File: config.mk
export PLATFORM = sky130hd
export DESIGN_NAME = axis_pdm_ramp
export DESIGN_NICKNAME = d
export VERILOG_FILES = /design/src/rtl/axis_pdm_ramp_pkg.sv /design/src/rtl/axis_pdm_ramp.sv
export SDC_FILE = /design/constraint.sdc
export NUM_CORES = 1
export LEC_CHECK = 0
export BUFFER_PORTS_ARGS = -buffer_cell sky130_fd_sc_hd__buf_2
export CORE_MARGIN = 2
export CORE_UTILIZATION = 54
export CTS_CLUSTER_DIAMETER = 150
export CTS_CLUSTER_SIZE = 14
export DETAILED_ROUTE_END_ITERATION = 12
export PLACE_DENSITY = 0.85
export SETUP_SLACK_MARGIN = 0.3
export SLEW_MARGIN = 20
export SYNTH_ARGS = -nofsm -noshare
export SYNTH_HDL_FRONTEND = slang
export SYNTH_SLANG_ARGS = --single-unit
File: constraint.sdc
create_clock -name aclk -period 4.81 [get_ports aclk]
set_clock_uncertainty 0.2 [all_clocks]
set_input_delay 0.962 -clock aclk [delete_from_list [all_inputs] [get_ports aclk]]
set_output_delay 0.962 -clock aclk [all_outputs]
set_load 0.02 [all_outputs]
File: src/rtl/axis_pdm_ramp_pkg.sv
// rtl/axis_pdm_ramp_pkg.sv - shared types for the PDM setpoint ramp controller
package axis_pdm_ramp_pkg;

  typedef enum logic {
    ST_IDLE = 1'b0,
    ST_RAMP = 1'b1
  } state_t;

  localparam int DEFAULT_WIDTH = 16;

endpackage

File: src/rtl/axis_pdm_ramp.sv
// rtl/axis_pdm_ramp.sv - slews the axis_pdm sample stream toward a software target
module axis_pdm_ramp
  import axis_pdm_ramp_pkg::*;
#(
  parameter int AXIS_TDATA_WIDTH = DEFAULT_WIDTH
) (
  input  logic                        aclk,
  input  logic                        aresetn,
  input  logic [AXIS_TDATA_WIDTH-1:0] cfg_target,
  input  logic [AXIS_TDATA_WIDTH-1:0] cfg_step,
  input  logic                        cfg_start,
  input  logic                        m_axis_tready,
  output logic [AXIS_TDATA_WIDTH-1:0] m_axis_tdata,
  output logic                        m_axis_tvalid,
  output logic                        sts_busy,
  output logic [AXIS_TDATA_WIDTH-1:0] sts_count
);

  localparam int W = AXIS_TDATA_WIDTH;

  logic [W-1:0] value;
  logic [W-1:0] target;
  logic [W-1:0] step;
  logic [W-1:0] count;
  logic         start_prev;
  logic         tvalid;
  state_t       state;

  logic                start_edge;
  logic                handshake;
  logic signed [W+1:0] diff;
  logic signed [W+1:0] mag;
  logic signed [W+1:0] step_ext;
  logic [W-1:0]        next_value;

  assign start_edge = cfg_start & ~start_prev;
  assign handshake  = tvalid & m_axis_tready;

  // Two guard bits keep target-value exact for any pair of W-bit signed levels.
  always_comb begin
    diff     = {{2{target[W-1]}}, target} - {{2{value[W-1]}}, value};
    mag      = diff[W+1] ? -diff : diff;
    step_ext = {2'b00, step};
    if (step == '0 || mag <= step_ext) begin
      next_value = target;
    end else if (!diff[W+1]) begin
      next_value = value + step;
    end else begin
      next_value = value - step;
    end
  end

  always_ff @(posedge aclk) begin
    if (!aresetn) begin
      value      <= '0;
      target     <= '0;
      step       <= '0;
      count      <= '0;
      start_prev <= 1'b0;
      tvalid     <= 1'b0;
      state      <= ST_IDLE;
    end else begin
      start_prev <= cfg_start;
      tvalid     <= 1'b1;
      case (state)
        ST_IDLE: begin
          if (start_edge) begin
            target <= cfg_target;
            step   <= cfg_step;
            count  <= '0;
            state  <= ST_RAMP;
          end
        end
        ST_RAMP: begin
          // A coinciding handshake still steps with the old target/step.
          if (handshake && value != target) begin
            value <= next_value;
          end
          if (start_edge) begin
            target <= cfg_target;
            step   <= cfg_step;
            count  <= '0;
          end else if (value == target) begin
            state <= ST_IDLE;
          end else if (handshake && count != '1) begin
            count <= count + 1'b1;
          end
        end
        default: state <= ST_IDLE;
      endcase
    end
  end

  assign m_axis_tdata  = value;
  assign m_axis_tvalid = tvalid;
  assign sts_busy      = (state == ST_RAMP);
  assign sts_count     = count;

endmodule

==> metrics.yaml, run 1 <==
status: "complete, but fails checks"
violations: "setup timing"
yosys.area.top_type: "dfxtp_1"
netlist_area_mm2: 0.005642
fmax_mhz: 203.4
worst_slack_ns: -0.1070
portBuffers: 69
final.fill_count: 763
wire_per_inst_um: 18.04
gp_congestion: 0.9686
drv_slew: 0
ys.warnings.count: 0
synth-async-reset-ratio_pct: 0
final_cell_area_mm2: 0.007102
synth.distinct_cells: 75
post-route-period-util_pct: 102.2
worst_slew_pin_slew_ns: 0.8871
synth_area_leaders: "dfxtp_1 24%, ha_1 11%, a21oi_1 8.3%"
cellLeakagePower_nw: 3.084
slew_headroom_pct: 40.78
final_layout_size_suffix_gt1_share_pct: 26.82
synth_area_per_cell_um2: 7.492
syn_nets: 841
cp_max_fo: 5
dieArea_mm2: 0.01128
synth_ff_type: "dfxtp_1"
drtAntennaViolNets: 0
ys_seq_area_share_pct: 23.77
grt_overflow: 0
rows: 37
antenna_found_initial: 0
io_pins: 70
core_area_mm2: 0.01023
cts.clk_slew.worst_paths_ns: 0.09
syn2layout_area_growth_pct: 25.88
antennaDiodeCount: 0
clockBufferDepth: 2
grt_pass1_wl_um: 28880
hold_path_class: "flop to flop"
startpoint: "target[0]"
crit_required_ns: 4.87
cp-end-kind: "flop"
cts_tree: "built"
critPathKind: "flop to flop"
period_needed_ns: 4.917
dp_slack_ns: -0.1405
cts_buffers: 9
place_area_mm2: 0.006578
ir_drop_mv: 0.2683
die_h_um: 106.2
vias: 6291
hold_start: "step[14]"
die_w_um: 106.2
grtUsageTotal_pct: 32.25
max-cap-violations: 0
synth_edf_count: 0
hpwl_um: 13240
rsz0062_at_grt: "yes"
clock-sinks: 67
vias_per_cell: 6.126
initial_core_util_pct: 55.14
drc_errors: 0
hold_viol_final: 0
setup_viol: 15
yosysTopAreaCellShare_pct: 23.77
cts-htree-levels: 3
wl_um: 18530
rr_startpoint: "target[0]"
clock-root-buffer: "clkbuf_8"
start_kind: "flop"
drtIter0Drc: 614
layout.nets: 975
synth_seq_cells: 67
syn_inst: 753
power.density_mw_per_mm2: 468.6
clkLatencyLatePin_ns: 0.36
grt_max_degree: 51
grt_pass1_vias: 5934
arrival_ns: 4.98
drt_pass1_iterations: 6
==> cells in the mapped netlist, drive strengths merged, types with 5 or more instances <==
cell type and count:
inv 48, o21ai 49, a21o 14, ha 50, nor3 10, xor2 10
mux2i 12, nor4 5, or2 7, buf 14, and2 10, o41ai 5
a211oi 11, nor2b 5, o211ai 7, dfxtp 67, o31ai 5, nand3 23
a31oi 9, and3 8, nor2 50, nand2 99, o21a 8, clkbuf 20
nand4 11, xnor2 35, a21oi 95, or3 7
==> cells in the final DEF (no fill, tap or decap), types with 9 or more instances in the layout <==
cell type | Yosys | layout
clkbuf_8 | 1 | 9
mux2i_1 | 12 | 12
o21ai_0 | 49 | 42
a21o_1 | 11 | 11
inv_1 | 47 | 46
a21oi_1 | 94 | 89
buf_4 | 0 | 86
xor2_1 | 10 | 9
ha_1 | 50 | 47
nand3_1 | 22 | 22
buf_2 | 10 | 69
nand2_1 | 99 | 97
xnor2_1 | 35 | 33
nand4_1 | 11 | 11
dfxtp_1 | 67 | 62
nor2_1 | 50 | 49
==> stage by stage <==
step           cells  total power [mW]  hold WS (ns)  utilization (%)  setup TNS (ns)
4_1_cts         1024             3.140        0.2746            68.06        -0.05718
2_1_floorplan    753             1.951        0.2363                -               0
3_5_place_dp     999             2.408        0.2630            64.29          -1.541
5_1_grt         1027             3.495        0.3096            69.41          -3.840
6_report        1027             3.328        0.2787            69.41         -0.7669
3_3_place_gp     999             2.373        0.2452            64.29               0
==> flip-flops by register name, indices dropped and copies added (netlist names) <==
| register | count |
|---|---|
| start_prev | 1 |
| step | 16 |
| target | 16 |
| sts_count | 16 |
| m_axis_tdata | 16 |
| m_axis_tvalid | 1 |
| sts_busy | 1 |
==> path summary, 6_finish.rpt <==
kind,cells after the start,endpoint,slack [ns]
max,24,m_axis_tdata[0],-0.11
min,2,step[14],0.28
max reg2reg,24,m_axis_tdata[0],-0.11
min reg2reg,2,step[14],0.28
==> cells by family after synthesis <==
kind of cell / count (synthesis) / share of synthesized area (%)
flops: 67 / 23.77
mux: 13 / 2.329
buf+inv: 84 / 6.853
simple gates: 255 / 22.00
compound gates: 237 / 26.26
xor+xnor: 45 / 6.986
fa+ha+maj: 52 / 11.80
==> timing repair <==
item | CTS | global route
resized for setup | 18 | 25
setup buffers | 9 | 3
setup endpoints to repair | 16 | 16
gates cloned | 1 | 0
hold buffers | 0 | 0
pin swaps | 21 | 17
==> power by group <==
group / internal [mW] / switching, mW / leakage (nW)
clock network: 0.343 / 0.248 / 0.115
logic: 0.968 / 1.16 / 2.42
registers: 0.580 / 0.0280 / 0.549
==> critical path: stages (launching register included) <==
cell      delay [ns]
dfxtp_2         0.35
inv_2           0.04
ha_4            0.15
fa_2            0.33
nand2b_4        0.15
buf_4           0.13
a21oi_2         0.17
o21ai_1         0.15
buf_4           0.20
xnor2_2         0.16
nor4_4          0.21
nand2_2         0.14
nor3_4          0.23
buf_6           0.13
a31oi_4         0.09
xor2_2          0.16
ha_1            0.32
nand4_1         0.13
nor4_2          0.34
nor3_1          0.09
o21ai_1         0.17
a21oi_4         0.10
a211oi_1        0.38
a211oi_2        0.09
o21a_1          0.18
==> final cells by class <==
cell class / instances / area, µm² / area share [%]
sequential: 67 / 1348 / 18.97
multi-input combinational: 603 / 4140 / 58.30
clock buffer: 9 / 123.9 / 1.744
inverter: 48 / 180.2 / 2.537
timing repair buffer: 158 / 1025 / 14.43
clock inverter: 6 / 115.1 / 1.621
tap: 136 / 170.2 / 2.396
==> metal layers <==
layer	track usage [%]	wire (µm)	up-vias
met4	18.42	1090	0
met1	40.17	7361	2954
met2	51.65	8383	309
met3	6.683	1694	74
met5	0	0	-
li1	-	-	2954
(Power assumes the default switching activity.)
==> inputs of run 2 (changes only) <==
Settings changed: PLACE_DENSITY 0.85 to 0.78, SKIP_CTS_REPAIR_TIMING set to 1.
==> metrics.yaml, run 2 (synthesized netlist as in run 1, its figures left out) <==
status: "complete, but fails checks"
violations: "setup timing"
initial_core_util_pct: 55.14  # unchanged
crit_required_ns: 4.91  # +0.04 ns
cellLeakagePower_nw: 3.010  # -2.4%
cp-end-kind: "flop"
hpwl_um: 14090  # +6.4%
startpoint: "target[0]"
cts_tree: "built"
drv_slew: 0  # unchanged
setup_viol: 16  # +1
power.density_mw_per_mm2: 447.7  # -4.5%
syn2layout_area_growth_pct: 22.60
vias: 6096  # -3.1%
clock-sinks: 67  # unchanged
final_cell_mix: "98 x nand2_1, 89 x a21oi_1, 83 x buf_4"
grtUsageTotal_pct: 31.94  # -0.32 points
cts-htree-levels: 3  # unchanged
worst_slew_pin_slew_ns: 0.8738  # -0.01323 ns
layout.nets: 971  # -0.41%
p_total_mw: 3.097  # -7.0%
fmax_mhz: 194.2  # -4.5%
cp_max_fo: 6  # +1
period_needed_ns: 5.149  # +0.2319 ns
final_layout_size_suffix_gt1_share_pct: 24.35  # -2.5 points
vias_per_cell: 5.959  # -2.7%
antennaDiodeCount: 0  # unchanged
start_kind: "flop"
layout_commonest_cell: "nand2_1"
place_inst: 1004  # +0.50%
wire_per_inst_um: 17.81  # -1.3%
worst_r2r_path_depth: 23  # -4.2%
drtAntennaViolNets: 0  # unchanged
clockBufferDepth: 2  # unchanged
rsz0062_at_grt: "yes"
grt_pass1_vias: 5724  # -3.5%
cts.clk_slew.worst_paths_ns: 0.08  # about the same
drc_errors: 0  # unchanged
cts_buffers: 9  # unchanged
met3_usage_pct: 5.518  # -1.2 points
die_h_um: 106.2  # unchanged
drt_pass1_iterations: 6  # unchanged
wl_um: 18220  # -1.7%
rows: 37  # unchanged
hold_viol_final: 0  # unchanged
die_w_um: 106.2  # unchanged
rr_startpoint: "target[0]"
fin_cells: 1023  # -0.39%
portBuffers: 69  # unchanged
grt_max_degree: 51  # unchanged
critPathKind: "flop to flop"
antenna_found_initial: 0  # unchanged
post-route-period-util_pct: 107.0  # +4.8 points
io_pins: 70  # unchanged
ir_drop_mv: 0.2303  # -14%
use_met2_pct: 52.93  # +1.3 points
clkLatencyLatePin_ns: 0.36  # about the same
arrival_ns: 5.25  # +0.27 ns
gp_congestion: 1.019  # +5.2%
grt_util_met1_pct: 41.59  # +1.4 points
slew_headroom_pct: 41.66  # +0.88 points
max-cap-violations: 0  # unchanged
dieArea_mm2: 0.01128  # unchanged
hold_path_class: "flop to flop"
r2r_end: "m_axis_tdata[0]"
clock-root-buffer: "clkbuf_8"
r2r_slack_ns: -0.34  # -0.23 ns
worst_slack_ns: -0.3389  # -0.2319 ns
fin_setup_tns_ns: -3.466  # -2.699 ns
busiest_layer: "met2"
core_area_mm2: 0.01023  # unchanged
endpoint: "m_axis_tdata[0]"
drtIter0Drc: 646  # +5.2%
grt_overflow: 0  # unchanged
grt_pass1_wl_um: 28400  # -1.7%
-- run 2: changes by cell type in the layout (fill, tap and decap cells not counted), sizes merged --
cell	before	now
buf	158	154
bufinv	3	1
clkbuf	9	11
-- run 2: metal layers --
metal | part of all wire [%] | wire [µm]
met5 | 0 | 0
met4 | 3.6 | 650
met3 | 8.2 | 1500
met2 | 47 | 8548
met1 | 41 | 7517
-- run 2: report_power, final --
part | total (mW) | internal [mW] | leakage [nW] | switching, mW
clock network | 0.481 | 0.251 | 0.0954 | 0.230
logic | 2.01 | 0.908 | 2.37 | 1.10
registers | 0.607 | 0.580 | 0.549 | 0.0266
-- run 2: area by class of cell --
class	count	area (µm²)
multi-input combinational	603	4036
clock inverter	4	51.30
sequential	67	1346
clock buffer	11	141.4
inverter	48	180.2
timing repair buffer	154	991.0
fill	885	3314
tap	136	170.2
-- run 2: critical path: stages (launching register included) --
cell and delay (ns):
dfxtp_2 0.34, inv_2 0.05, ha_4 0.16, fa_2 0.36, nand2b_4 0.16, buf_6 0.12
a21o_4 0.19, a311oi_4 0.34, nand3_2 0.17, nor4_4 0.37, nand2_2 0.12, nor3_2 0.21
buf_4 0.17, a31oi_4 0.09, xor2_1 0.19, ha_1 0.30, nand4_1 0.12, nor4_1 0.35
nor3_1 0.11, o21ai_1 0.16, a21oi_4 0.10, a21o_4 0.27, a211oi_1 0.30, o21a_1 0.15
-- run 2: how the worst min path moves through the flow --
stage               slack, ns  cells after the start      from       end
floorplan                0.24                      2  step[14]  step[14]
global placement         0.25                      2  step[14]  step[14]
detailed placement       0.26                      2  step[14]  step[14]
CTS                      0.27                      2  step[14]  step[14]
global route             0.30                      2  step[14]  step[14]
finish                   0.27                      2  step[14]  step[14]
-- run 2: stage by stage --
stage	hold slack (ns)	setup slack (ns)	utilization, %	cell area (µm²)
after floorplan	0.2363	0.3107	-	5692
after global placement	0.2509	0.04587	64.66	6615
after detailed placement	0.2586	-0.2046	64.66	6615
after CTS	0.2686	-0.2418	66.54	6808
after global routing	0.3039	-0.5101	67.60	6917
final	0.2662	-0.3389	67.60	6917
